==> src/rtl/alu_share_arbiter.sv <==
// rtl/alu_share_arbiter.sv - shares one combinational ALU between two valid/ready requesters
// Round-robin (or fixed-priority) grant, one op per cycle, registered per-port result slots.
module alu_share_arbiter #(
    parameter int DATA_W = 32,
    parameter int OP_W   = 5,
    parameter int RR_EN  = 1
) (
    input  logic              clk,
    input  logic              rst_n,
    input  logic              req0_valid,
    output logic              req0_ready,
    input  logic [OP_W-1:0]   req0_op,
    input  logic [DATA_W-1:0] req0_src0,
    input  logic [DATA_W-1:0] req0_src1,
    output logic              resp0_valid,
    input  logic              resp0_ready,
    output logic [DATA_W-1:0] resp0_result,
    input  logic              req1_valid,
    output logic              req1_ready,
    input  logic [OP_W-1:0]   req1_op,
    input  logic [DATA_W-1:0] req1_src0,
    input  logic [DATA_W-1:0] req1_src1,
    output logic              resp1_valid,
    input  logic              resp1_ready,
    output logic [DATA_W-1:0] resp1_result,
    output logic [OP_W-1:0]   alu_op,
    output logic [DATA_W-1:0] alu_src0,
    output logic [DATA_W-1:0] alu_src1,
    input  logic [DATA_W-1:0] alu_result,
    output logic              rr_ptr
);

    localparam logic RR_ON = (RR_EN != 0);

    logic free0, free1;
    logic elig0, elig1;
    logic grant0, grant1;

    // A slot draining this cycle can be refilled in the same cycle.
    assign free0 = !resp0_valid || resp0_ready;
    assign free1 = !resp1_valid || resp1_ready;
    assign elig0 = req0_valid && free0;
    assign elig1 = req1_valid && free1;

    assign grant0 = elig0 && (!elig1 || !RR_ON || !rr_ptr);
    assign grant1 = elig1 && (!elig0 || (RR_ON && rr_ptr));

    assign req0_ready = grant0;
    assign req1_ready = grant1;

    // Idle cycles present ADD 0+0 so the ALU never sees X operands.
    always_comb begin
        alu_op   = '0;
        alu_src0 = '0;
        alu_src1 = '0;
        if (grant0) begin
            alu_op   = req0_op;
            alu_src0 = req0_src0;
            alu_src1 = req0_src1;
        end else if (grant1) begin
            alu_op   = req1_op;
            alu_src0 = req1_src0;
            alu_src1 = req1_src1;
        end
    end

    always_ff @(posedge clk or negedge rst_n) begin
        if (!rst_n) begin
            resp0_valid  <= 1'b0;
            resp0_result <= '0;
        end else if (grant0) begin
            resp0_valid  <= 1'b1;
            resp0_result <= alu_result;
        end else if (resp0_ready) begin
            resp0_valid  <= 1'b0;
        end
    end

    always_ff @(posedge clk or negedge rst_n) begin
        if (!rst_n) begin
            resp1_valid  <= 1'b0;
            resp1_result <= '0;
        end else if (grant1) begin
            resp1_valid  <= 1'b1;
            resp1_result <= alu_result;
        end else if (resp1_ready) begin
            resp1_valid  <= 1'b0;
        end
    end

    // Pointer tracks the last grant even in fixed-priority mode.
    always_ff @(posedge clk or negedge rst_n) begin
        if (!rst_n) begin
            rr_ptr <= 1'b0;
        end else if (grant0) begin
            rr_ptr <= 1'b1;
        end else if (grant1) begin
            rr_ptr <= 1'b0;
        end
    end

endmodule

==> config.mk <==
export PLATFORM = sky130hd
export DESIGN_NAME = alu_share_arbiter
export DESIGN_NICKNAME = d
export VERILOG_FILES = /design/src/rtl/alu_share_arbiter.sv
export SDC_FILE = /design/constraint.sdc
export NUM_CORES = 1
export LEC_CHECK = 0
export CORE_AREA = 2 2 121 123
export DETAILED_ROUTE_END_ITERATION = 7
export DIE_AREA = 0 0 123 125
export PLACE_DENSITY = 0.72
export SYNTH_ARGS = -nofsm -noshare
export SYNTH_HDL_FRONTEND = slang
export SYNTH_SLANG_ARGS = --single-unit
==> constraint.sdc <==
create_clock -name clk -period 3.5 [get_ports clk]
set_clock_uncertainty 0.2 [all_clocks]
set_input_delay 1.05 -clock clk [delete_from_list [all_inputs] [get_ports clk]]
set_output_delay 1.05 -clock clk [all_outputs]
set_load 0.01 [all_outputs]
==> results of run 1 <==
-- cell usage after synthesis, drive strengths merged --
| master | instances | area [µm²] |
|---|---|---|
| a31oi | 1 | 6.26 |
| a311oi | 1 | 26.3 |
| o311a | 1 | 10.0 |
| a22o | 69 | 613 |
| nand2b | 1 | 13.8 |
| a21o | 1 | 7.51 |
| inv | 2 | 7.51 |
| buf | 22 | 185 |
| nor2b | 1 | 8.76 |
| or2 | 1 | 6.26 |
| mux2 | 64 | 721 |
| o21ba | 1 | 10.0 |
| dfrtp | 67 | 1680 |
-- kinds of logic (layout without fill, tap and decap cells) --
family | count (synthesis) | count (layout) | share of synthesized area
other | 0 | 4 | 0
muxes | 64 | 64 | 0.219
DFF | 67 | 67 | 0.509
and+or+nand+nor | 3 | 3 | 0.00874
buffers and inverters | 24 | 372 | 0.0585
AOI/OAI and AO/OA | 74 | 74 | 0.204
-- through the flow --
step	TNS (ns)	setup WS, ns	hold WS [ns]
6_report	-6.53	-0.136	0.294
5_1_grt	-9.12	-0.187	0.313
4_1_cts	-1.64	-0.102	0.294
3_5_place_dp	-53.84	-0.844	0.282
3_3_place_gp	-51.41	-0.820	0.270
2_1_floorplan	0	0.150	0.329
-- repair_timing --
item / in CTS / in global routing
gates cloned: 10 / 5
hold endpoints to repair: 0 / 0
gates resized for setup: 320 / 17
setup buffers: 17 / 4
endpoints found under the setup margin: 71 / 70
pin swaps: 35 / 23
-- cell type report --
| cell class | count | area share |
|---|---|---|
| Timing Repair Buffer | 354 | 0.490 |
| Sequential cell | 67 | 0.232 |
| Multi-Input combinational cell | 141 | 0.201 |
| Clock buffer | 10 | 0.0331 |
| Tap cell | 184 | 0.0319 |
| Clock inverter | 6 | 0.00883 |
| Inverter | 2 | 0.00138 |
| Antenna cell | 4 | 0.00138 |
-- how the worst max path moves through the flow --
stage	startpoint	end	slack (ns)	cells past startpoint
after floorplan	resp1_ready	alu_src1[22]	0.15	5
after global placement	resp1_ready	alu_src1[12]	-0.82	6
after detailed placement	resp1_ready	alu_src1[12]	-0.84	6
after CTS	resp1_ready	alu_src1[17]	-0.10	9
after global routing	resp1_ready	alu_src1[18]	-0.19	9
final	resp1_ready	alu_src0[5]	-0.14	9
-- routing by layer --
layer / vias up / global-route usage / routed length [µm]
met2: 199 / 0.368 / 8680
met1: 1751 / 0.255 / 6990
li1: 1600 / - / -
met4: 2 / 0.0809 / 540
met5: - / 0 / 13
met3: 35 / 0.0958 / 1790
-- registers in the layout (all words and copies together) (netlist names) --
register and count:
resp0_result 32, rr_ptr 1, resp1_valid 1, resp0_valid 1, resp1_result 32
-- power breakdown --
group	total [mW]	internal [mW]	switching (mW)	leakage [nW]
clock network	0.895	0.570	0.325	0.145
registers	1.10	0.982	0.117	0.781
logic	1.76	1.08	0.678	2.21
total	3.75	2.63	1.12	3.14
-- worst max-delay path, delay by kind of cell --
family / cells / cell delay, ns
buf+inv: 6 / 0.80
compound gates: 2 / 0.38
simple gates: 1 / 0.14
==> impl_metrics.env, run 1 <==
export IMPL_status="complete, but fails checks"
export IMPL_violations="setup timing"
export IMPL_regArea_mm2=0.00168
export IMPL_die_area_mm2=0.0154
export IMPL_reg2reg_from="resp0_valid"
export IMPL_rsz0062_at_grt="true"
export IMPL_clkSinkCount=67
export IMPL_drc=0
export IMPL_place_gp_congestion=1.14
export IMPL_placed_cells=715
export IMPL_slowest_delay_ns=0.23
export IMPL_crit_fanout=7
export IMPL_cts_tree="done"
export IMPL_drv_cap=0
export IMPL_holdCritStartpoint="resp0_result[11]"
export IMPL_final_cell_mix="clkdlybuf4s50_1, dfrtp_1, a22o_1"
export IMPL_p_total_mw=3.75
export IMPL_fmax_mhz=275
export IMPL_ff2ff_path_depth=9
export IMPL_max_slew_margin=0.492
export IMPL_start_kind="input pin"
export IMPL_worstSetupEndpointType="output port"
export IMPL_start_util=0.232
export IMPL_vias=3587
export IMPL_finalInstanceArea_mm2=0.00723
export IMPL_drt_iter0_markers=97
export IMPL_fill_cells=1260
export IMPL_dr_pass1_iters=4
export IMPL_coreArea_mm2=0.0142
export IMPL_grt_pass1_vias=3896
export IMPL_grt_usage=0.223
export IMPL_grt_max_degree=37
export IMPL_r2r_end="resp0_result[29]"
export IMPL_final_nets=751
export IMPL_gr_total_overflow=0
export IMPL_clk_latency_ns=0.32
export IMPL_fin_util=0.509
export IMPL_ios=314
export IMPL_arrival_ns=2.39
export IMPL_cts_root_buf="clkbuf_16"
export IMPL_final_common_cell="clkdlybuf4s50_1"
export IMPL_grt_pass1_wl_um=24700
export IMPL_areaGrowthSynthToFinish_pct=120
export IMPL_crit_required_ns=2.25
export IMPL_wl_per_cell_um=23.5
export IMPL_holdPathEnd="resp0_result[11]"
export IMPL_worstPathCellList="buf_6 -> nand2b_4 -> buf_4 -> buf_6 -> o311a_4 -> buf_12 -> clkbuf_16 -> a22o_1 -> buf_2"
export IMPL_multi_input_area_mm2=0.00146
export IMPL_syn_inst=232
export IMPL_setup_ws_ns=-0.136
export IMPL_fp_row_count=44
export IMPL_viasPerCell=4.67
export IMPL_synth_seq_cells=67
export IMPL_cts_hold_buf=0
export IMPL_die_w_um=123
export IMPL_yosysSeqAreaShare=0.509
export IMPL_dp_hpwl_um=13000
export IMPL_fin_crit_ns=3.64
export IMPL_syn_nets=408
export IMPL_ir_drop_v=0.000460
export IMPL_dpl_cell_area_mm2=0.00658
export IMPL_cts_clk_slew_worst_paths_ns=0.05
export IMPL_ys_warn_count=0
export IMPL_fin_cells=768
export IMPL_cts_max_level=3
export IMPL_setup_viol=67
export IMPL_worstMarginPinSlew_ns=0.762
export IMPL_antenna_found_initial=5
export IMPL_syn_avg_cell_area_um2=14.2
export IMPL_drive_above_1_share=0.347
export IMPL_min_period_over_period=1.04
export IMPL_cts_made_buffers=9
export IMPL_wirelength_um=18000
export IMPL_powerDensity_mw_per_mm2=519
export IMPL_reg2reg_setup_slack_ns=0.92
export IMPL_p_leak_nw=3.14
export IMPL_netlist_area_mm2=0.00329
export IMPL_crit_top_cell="buf_6"
export IMPL_critPathKind="input pin to output port"
export IMPL_synth_distinct_cells=18
export IMPL_cp_slowest_cell="a22o_1"
export IMPL_hold_class="flip-flop to flip-flop"
export IMPL_hold_depth=1
export IMPL_numPortBuffers=313
export IMPL_ant_nets=0
export IMPL_hold_viol=0
export IMPL_cts_buffer_depth=2
export IMPL_die_h_um=125
export IMPL_drv_slew=0
Power figures use the tool's default switching activity.
==> inputs of run 2 (changes only) <==
- ABC_CLOCK_PERIOD_IN_PS: default -> 3500
==> results of run 2 <==
Final layout, timing and power as in run 1 (identical DEF).
